<file path="config.mk">
export PLATFORM = sky130hd
export DESIGN_NAME = nibble_serial_add_ctrl
export DESIGN_NICKNAME = d
export VERILOG_FILES = /design/src/rtl/nibble_add_pkg.sv /design/src/rtl/nibble_add4.sv /design/src/rtl/nibble_serial_add_ctrl.sv
export SDC_FILE = /design/constraint.sdc
export NUM_CORES = 1
export LEC_CHECK = 0
export ABC_AREA = 1
export BUFFER_PORTS_ARGS = -buffer_cell sky130_fd_sc_hd__buf_2
export CAP_MARGIN = 20
export CORE_MARGIN = 1
export CORE_UTILIZATION = 43
export DETAILED_ROUTE_END_ITERATION = 6
export PLACE_DENSITY = 0.68
export REMOVE_ABC_BUFFERS = 1
export SYNTH_ARGS = -nofsm -noshare
export SYNTH_HDL_FRONTEND = slang
export SYNTH_SLANG_ARGS = --single-unit
export TNS_END_PERCENT = 1
</file>
<file path="constraint.sdc">
create_clock -name clk -period 2.5 [get_ports clk]
set_clock_uncertainty 0.2 [all_clocks]
set_input_delay 0.625 -clock clk [delete_from_list [all_inputs] [get_ports clk]]
set_output_delay 0.625 -clock clk [all_outputs]
set_load 0.02 [all_outputs]
</file>
<file path="src/rtl/nibble_add_pkg.sv">
// Shared types and helpers for the nibble-serial adder controller.
// The optional subtract mode is enabled by defining NIBBLE_ADD_SUB_EN.
package nibble_add_pkg;

    localparam int NIB_W = 4;

    typedef enum logic [1:0] {
        IDLE = 2'd0,
        RUN  = 2'd1,
        DONE = 2'd2
    } state_t;

    // Bits needed to count 0..n-1 (at least 1).
    function automatic int clog2(input int n);
        int w;
        w = 1;
        while ((1 << w) < n) begin
            w = w + 1;
        end
        return w;
    endfunction

endpackage

</file>
<file path="src/rtl/nibble_add4.sv">
// Purely combinational 4-bit ripple-carry slice built from 1-bit full adders.
module nibble_add4
    import nibble_add_pkg::*;
(
    input  logic [NIB_W-1:0] a,
    input  logic [NIB_W-1:0] b,
    input  logic             ci,
    output logic [NIB_W-1:0] s,
    output logic             co
);

    logic [NIB_W:0] c;

    assign c[0] = ci;

    for (genvar i = 0; i < NIB_W; i++) begin : g_fa
        assign s[i]   = a[i] ^ b[i] ^ c[i];
        assign c[i+1] = (a[i] & b[i]) | (a[i] & c[i]) | (b[i] & c[i]);
    end

    assign co = c[NIB_W];

endmodule

</file>
<file path="src/rtl/nibble_serial_add_ctrl.sv">
// Adds two WIDTH-bit operands by sequencing one shared 4-bit slice over WIDTH/4 cycles.
// Define NIBBLE_ADD_SUB_EN to add the sub_i port (A-B, cout_o=1 means no borrow).
module nibble_serial_add_ctrl
    import nibble_add_pkg::*;
#(
    parameter int WIDTH = 16
) (
    input  logic             clk,
    input  logic             rst_n,
    input  logic             in_valid,
    output logic             in_ready,
    input  logic [WIDTH-1:0] a_i,
    input  logic [WIDTH-1:0] b_i,
    input  logic             cin_i,
`ifdef NIBBLE_ADD_SUB_EN
    input  logic             sub_i,
`endif
    output logic             out_valid,
    input  logic             out_ready,
    output logic [WIDTH-1:0] sum_o,
    output logic             cout_o,
    output logic             busy_o,
    output logic [1:0]       state_o
);

    // Handshakes: a transfer happens on a rising edge where valid && ready.
    // in_ready is high only in IDLE; out_valid holds with stable data until out_ready.

    localparam int NIBBLES = WIDTH / NIB_W;
    localparam int CW      = clog2(NIBBLES);
    localparam logic [CW-1:0] LAST = CW'(NIBBLES - 1);

    state_t                   state;
    logic [WIDTH-1:0]         a_sh;
    logic [WIDTH-1:0]         b_sh;
    logic [WIDTH-NIB_W-1:0]   sum_sh;
    logic                     carry;
    logic [CW-1:0]            cnt;

    logic [NIB_W-1:0]         slice_s;
    logic                     slice_co;
    logic [WIDTH-1:0]         sum_next;

    nibble_add4 u_slice (
        .a  (a_sh[NIB_W-1:0]),
        .b  (b_sh[NIB_W-1:0]),
        .ci (carry),
        .s  (slice_s),
        .co (slice_co)
    );

    // New nibble lands on top; the lowest stored nibble drops into the final word.
    assign sum_next = {slice_s, sum_sh};
    assign in_ready = (state == IDLE);
    assign state_o  = state;

    always_ff @(posedge clk or negedge rst_n) begin
        if (!rst_n) begin
            state     <= IDLE;
            a_sh      <= '0;
            b_sh      <= '0;
            sum_sh    <= '0;
            carry     <= 1'b0;
            cnt       <= '0;
            sum_o     <= '0;
            cout_o    <= 1'b0;
            out_valid <= 1'b0;
            busy_o    <= 1'b0;
        end else begin
            case (state)
                IDLE: begin
                    if (in_valid) begin
                        a_sh   <= a_i;
`ifdef NIBBLE_ADD_SUB_EN
                        b_sh   <= sub_i ? ~b_i : b_i;
                        carry  <= sub_i ? 1'b1 : cin_i;
`else
                        b_sh   <= b_i;
                        carry  <= cin_i;
`endif
                        cnt    <= '0;
                        busy_o <= 1'b1;
                        state  <= RUN;
                    end
                end
                RUN: begin
                    a_sh   <= a_sh >> NIB_W;
                    b_sh   <= b_sh >> NIB_W;
                    sum_sh <= sum_next[WIDTH-1:NIB_W];
                    carry  <= slice_co;
                    cnt    <= cnt + 1'b1;
                    if (cnt == LAST) begin
                        sum_o     <= sum_next;
                        cout_o    <= slice_co;
                        out_valid <= 1'b1;
                        state     <= DONE;
                    end
                end
                DONE: begin
                    if (out_ready) begin
                        out_valid <= 1'b0;
                        busy_o    <= 1'b0;
                        state     <= IDLE;
                    end
                end
                default: begin
                    out_valid <= 1'b0;
                    busy_o    <= 1'b0;
                    state     <= IDLE;
                end
            endcase
        end
    end

endmodule

</file>
==> results.cfg, run 1 <==
[outcome]
status = complete, no violations

[critical_path]
cp_num_buf_inv = 3
cp-start-kind = flip-flop
critical_path_arrival_ns = 2.40
crit_family = adder cells
cp_cell_sequence = inv_1 > fa_1 > inv_1 > fa_1 > fa_1 > inv_1 > fa_1 > o21ai_0
crit_path_frequent_cell = fa_1
worstSetupEndpointType = flip-flop
cp.required_ns = 2.56
r2r_setup_slack_ns = 0.16
cpMaxStageDelayCell = fa_1
crit_path_max_incr_delay_ns = 0.43
crit_fanout = 2
worstSetupPathType = reg -> reg

[yosys]
synth_area_per_cell_sq_um = 8.30
synth_ff_type = dfrtp_1
synthAdderAreaFrac = 0.0291
synth.most_common_cell = nand2_1
syn-cell-area_sq_um = 3190
yosysWarnings = 0
synth_top_family_by_area = simple AND/OR/NAND/NOR gates
synth-xor-area-share = 0
synth-seq-cells = 68
yosysUniqueCellTypes = 21
synth_edf_count = 0
synth_top_area_cell = dfrtp_1
synth.area.top_cells = dfrtp_1, nand2_1, nand3_1
yosys.area.top_type_share = 0.534
postSynthCellCount = 384
synth_seq_area_share = 0.534
synthTopCellsByCount = nand2_1, inv_1, dfrtp_1, nand3_1, o21ai_0
async_reset_ff_frac = 1.00
synth_compound_area_frac = 0.0605
synth_mux_area_frac = 0
yosys.area_share.simple = 0.249

[min_path]
hp-class = in -> async

[global_routing]
antenna_found_initial = 0
grt_max_degree = 69
grt_pass1_vias = 2300
grt_overflow = 0
grt_pass1_wl_mm = 10.3
track_usage = 0.176

[sta]
relSlewSlack = 0.614
rsz0062_at_grt = no
finalSetupViolations = 0
timing.final.hold_violations = 0
tns_ns = 0
maxSlewViolCount = 0
fin_crit_sh = 0.934
max_freq_ghz = 0.428
worst_pin_slew_ns = 0.577
final.min_clock_period_ns = 2.34
setup_ws_ns = 0.164

[pwr]
p_clk_frac = 0.185
switching_share = 0.421
power.internal_w = 0.00287
combinationalPowerShare = 0.436
pwr-share-seq = 0.379
peakVddDrop_mv = 0.511
power.total_w = 0.00496
p_leak_nw = 2.10
p_switching_w = 0.00209
p_per_area_nw_per_um2 = 1340

[routing]
routed-via-count = 2503
drtIter0Drc = 105
firstDrtPassIters = 4
viasPerCell = 4.61
drc = 0
ant_nets = 0
routed_wl_mm = 5.96
wire_per_inst_um = 11.0

[clocking]
numCtsBuffers = 9
clk_pin_slew_worst_paths_ns = 0.07
cts_setup_buffers = 0
ctsRootBufferMaster = clkbuf_8
cts_tree = yes
htree_levels = 3
clock-sinks = 68
cts_resized = 0
cts_hold_buf = 0
clock_path_buffers = 2
clock_latency_ns = 0.34

[finish]
final_util = 0.515
n_antenna_cell = 0
area_delta_synth_final_pct = 16.5
layout.nets = 481
stdcell_count = 543
drive_gt1_frac = 0.194

[place]
place_inst = 527
portBuffers = 58
post-place-ws_ns = 0.163
place_congestion = 0.736
dp_hpwl_mm = 3.82

[floorplanning]
initial_utilization = 0.442
io_pins = 59
die_area_sq_um = 7760
die_h_um = 88.1
core-area_sq_um = 7210
die_x_um = 88.1
num_rows = 31

[flow_run]
drv_cap = 0
==> state kept, by name, summed over array words and instances (netlist names) <==
name       flops
carry          1
out_valid      1
cnt            2
a_sh          16
sum_sh        12
busy_o         1
cout_o         1
state_o        2
sum_o         16
b_sh          16
==> cells by family after synthesis <==
| group | after synthesis |
|---|---|
| AOI/OAI and AO/OA | 38 |
| adders and majority gates | 5 |
| buffers and inverters | 90 |
| DFF | 68 |
| and+or+nand+nor | 183 |
==> power by group through the flow <==
stage	Combinational [W]	Sequential [W]	Clock, W
6_report	0.00216	0.00188	0.000917
5_1_grt	0.00256	0.00194	0.000988
4_1_cts	0.00220	0.00188	0.000942
3_5_place_dp	0.00219	0.00190	0
3_3_place_gp	0.00213	0.00188	0
2_1_floorplan	0.00137	0.00206	0
==> path summary, 6_finish.rpt <==
check,start,end,cells after the start
worst max-delay path,a_sh[0],sum_sh[11],8
worst min register to register,sum_o[3],sum_o[3],2
worst min-delay path,rst_n,sum_o[3],2
max in group asynchronous,rst_n,a_sh[2],2
min in group clk,sum_o[3],sum_o[3],2
worst max register to register,a_sh[0],sum_sh[11],8
==> routing by layer <==
metal	wire, um	global-route usage
met5	0	0
met3	321	0.0631
met2	2760	0.297
met4	68	0.0528
met1	2820	0.212
==> cells in the final DEF, fill, tap and decap left out, types with 3 or more instances in the layout <==
cell type / Yosys / routed
fa_1: 4 / 4
o21ai_1: 17 / 17
buf_4: 1 / 4
nand2_4: 3 / 3
nand2_1: 119 / 119
o21ai_0: 18 / 18
dfrtp_1: 68 / 68
clkbuf_8: 0 / 11
inv_1: 69 / 69
buf_2: 9 / 58
nand3_1: 56 / 56
==> final cells by class <==
cell class / count / area, sq um
Inverter: 71 / 267
Timing Repair Buffer: 63 / 340
Clock inverter: 4 / 47.5
Fill cell: 756 / 3500
Clock buffer: 12 / 155
Sequential cell: 68 / 1700
Tap cell: 99 / 124
Multi-Input combinational cell: 226 / 1080
==> per-stage QoR <==
step | area, sq um | hold WS, ns
detailed placement | 3510 | 0.253
finish | 3710 | 0.0851
CTS | 3710 | 0.0990
floorplan | 3050 | 0.129
global placement | 3510 | 0.248
global route | 3710 | 0.0989
(Power assumes the default switching activity.)
==> run 2, diff against run 1 <==
--- a/config.mk
+++ b/config.mk
@@ -5,13 +5,12 @@
 export SDC_FILE = /design/constraint.sdc
 export NUM_CORES = 1
 export LEC_CHECK = 0
-export ABC_AREA = 1
-export BUFFER_PORTS_ARGS = -buffer_cell sky130_fd_sc_hd__buf_2
 export CAP_MARGIN = 20
 export CORE_MARGIN = 1
 export CORE_UTILIZATION = 43
 export DETAILED_ROUTE_END_ITERATION = 6
-export PLACE_DENSITY = 0.68
+export DONT_BUFFER_PORTS = 1
+export PLACE_DENSITY = 0.62
 export REMOVE_ABC_BUFFERS = 1
 export SYNTH_ARGS = -nofsm -noshare
 export SYNTH_HDL_FRONTEND = slang
==> results.cfg, run 2 <==
[outcome]
status = complete, no violations

[global_routing]
track_usage = 0.186
grt_pass1_wl_mm = 10.5
grt_max_degree = 69
grt_overflow = 0
globalRoute.busiestLayer = met2
met1_usage = 0.226
grt_pass1_vias = 2113
grtUsageMet3 = 0.0638
use_met2 = 0.302
antenna_found_initial = 0

[critical_path]
worstSetupEndpointType = flip-flop
reg2reg_from = a_sh[0]
crit_fanout = 3
cp_num_buf_inv = 3
r2r_setup_slack_ns = 0.14
critical_path_arrival_ns = 2.43
crit_path_frequent_cell = fa_1
worstSetupPathType = reg -> reg
cp_cell_sequence = inv_1 > fa_1 > inv_1 > fa_1 > fa_1 > inv_1 > fa_1 > o21ai_1
crit_family = adder cells
crit_path_max_incr_delay_ns = 0.43
regToRegEndpoint = sum_sh[11]
cp.required_ns = 2.57
reg2regPathDepth = 8
cp-start-kind = flip-flop
cpMaxStageDelayCell = fa_1

[sta]
finalSetupViolations = 0
relSlewSlack = 0.627
maxSlewViolCount = 0
timing.final.hold_violations = 0
final.min_clock_period_ns = 2.36
worst_pin_slew_ns = 0.558
fin_crit_sh = 0.945
setup_ws_ns = 0.138
rsz0062_at_grt = no
hold_slack_ns = 0.157
max_freq_ghz = 0.423

[finish]
stdcell_count = 385
n_antenna_cell = 0
layout.cells.most_common_list = dfrtp_1, nand2_1, o22ai_1
final_common_cell = dfrtp_1
drive_gt1_frac = 0.145
layout.nets = 326
area_delta_synth_final_pct = 9.29
final_util = 0.491
largestRegisters = a_sh x16, b_sh x16, sum_o x16

[place]
dp_hpwl_mm = 4.28
portBuffers = 0
place_congestion = 0.780
place_inst = 367
post-place-ws_ns = 0.123

[routing]
drtIter0Drc = 74
routed-via-count = 2102
viasPerCell = 5.46
ant_nets = 0
wire_per_inst_um = 16.7
routed_wl_mm = 6.41
firstDrtPassIters = 4
drc = 0

[clocking]
htree_levels = 3
cts_tree = yes
cts_setup_buffers = 0
ctsRootBufferMaster = clkbuf_8
clk_pin_slew_worst_paths_ns = 0.07
clock_path_buffers = 2
clock-sinks = 68
numCtsBuffers = 9
clock_latency_ns = 0.34

[yosys]
synth_top_area_cell = dfrtp_1
yosysUniqueCellTypes = 25
synth_mux_area_frac = 0.0673
synth.most_common_cell = dfrtp_1
postSynthCellCount = 285
synth_compound_area_frac = 0.162
yosys.area_share.simple = 0.128
yosysWarnings = 0
synth-seq-cells = 68
async_reset_ff_frac = 1.00
synth-xor-area-share = 0
synth_seq_area_share = 0.554
synth_ff_type = dfrtp_1
synth.area.top_cells = dfrtp_1, mux2_4, o32ai_1
yosys.area.top_type_share = 0.554
synthTopCellsByCount = dfrtp_1, nand2_1, o21ai_0, o22ai_1, nor2_1
synth_edf_count = 0
synth_area_per_cell_sq_um = 10.8
synth_top_family_by_area = compound AO/OA/AOI/OAI gates
syn-cell-area_sq_um = 3070
synthAdderAreaFrac = 0.0302

[floorplanning]
io_pins = 59
num_rows = 30
die_area_sq_um = 7480
die_x_um = 86.5
initial_utilization = 0.449
core-area_sq_um = 6830
die_h_um = 86.5

[pwr]
p_per_area_nw_per_um2 = 1450
p_leak_nw = 1.52
peakVddDrop_mv = 0.609
power.total_w = 0.00488

[flow_run]
drv_cap = 0

[min_path]
hold_end = state_o[1]
hp-class = in -> reg
min_delay_path_depth = 1
min-delay-start = out_ready
## run 2: final cells by class
cell class / instances / area [sq um]
clock buffer: 12 / 155
clock inverter: 4 / 47.5
fill: 628 / 3480
inverter: 9 / 33.8
multi-input combinational: 185 / 1190
sequential: 68 / 1700
tap: 96 / 120
timing repair buffer: 11 / 105
## run 2: kinds of logic (layout without fill, tap and decap cells)
kind of cell | count (synthesis) | after routing
mux | 14 | 14
fa+ha+maj | 5 | 5
flops | 68 | 68
simple gates | 91 | 91
buf+inv | 32 | 36
compound gates | 75 | 75
## run 2: repair_timing
item                                    in CTS  in global routing
endpoints found under the setup margin       0                  2
endpoints found under the hold margin       68                  0
gates resized for setup                      0                  2
hold buffers                                 2                  0
## run 2: stage by stage
step                      cell area, sq um  setup TNS (ns)
after global placement                3110               0
after global routing                  3350               0
after CTS                             3350               0
final                                 3350               0
after detailed placement              3110               0
after floorplan                       2930           -4.04
## run 2: worst max path at each step
stage	startpoint	endpoint	slack, ns	cells past startpoint
floorplan	state_o[0]	a_sh[11]	-0.14	3
global placement	a_sh[0]	sum_o[15]	0.15	8
detailed placement	a_sh[0]	sum_o[15]	0.12	8
CTS	a_sh[0]	sum_o[15]	0.11	8
global route	b_sh[0]	sum_o[15]	0.002	8
finish	a_sh[0]	sum_sh[11]	0.14	8
## run 2: power by group
group,internal (W),switching [W]
Sequential,0.00163,0.000599
Clock,0.000512,0.000411
Combinational,0.000778,0.000954
## run 2: metal layers
metal / share of wire / up-vias
li1: - / 1010
met1: 0.45 / 1025
met2: 0.48 / 59
met3: 0.061 / 8
met4: 0.015 / 0
met5: 0 / -
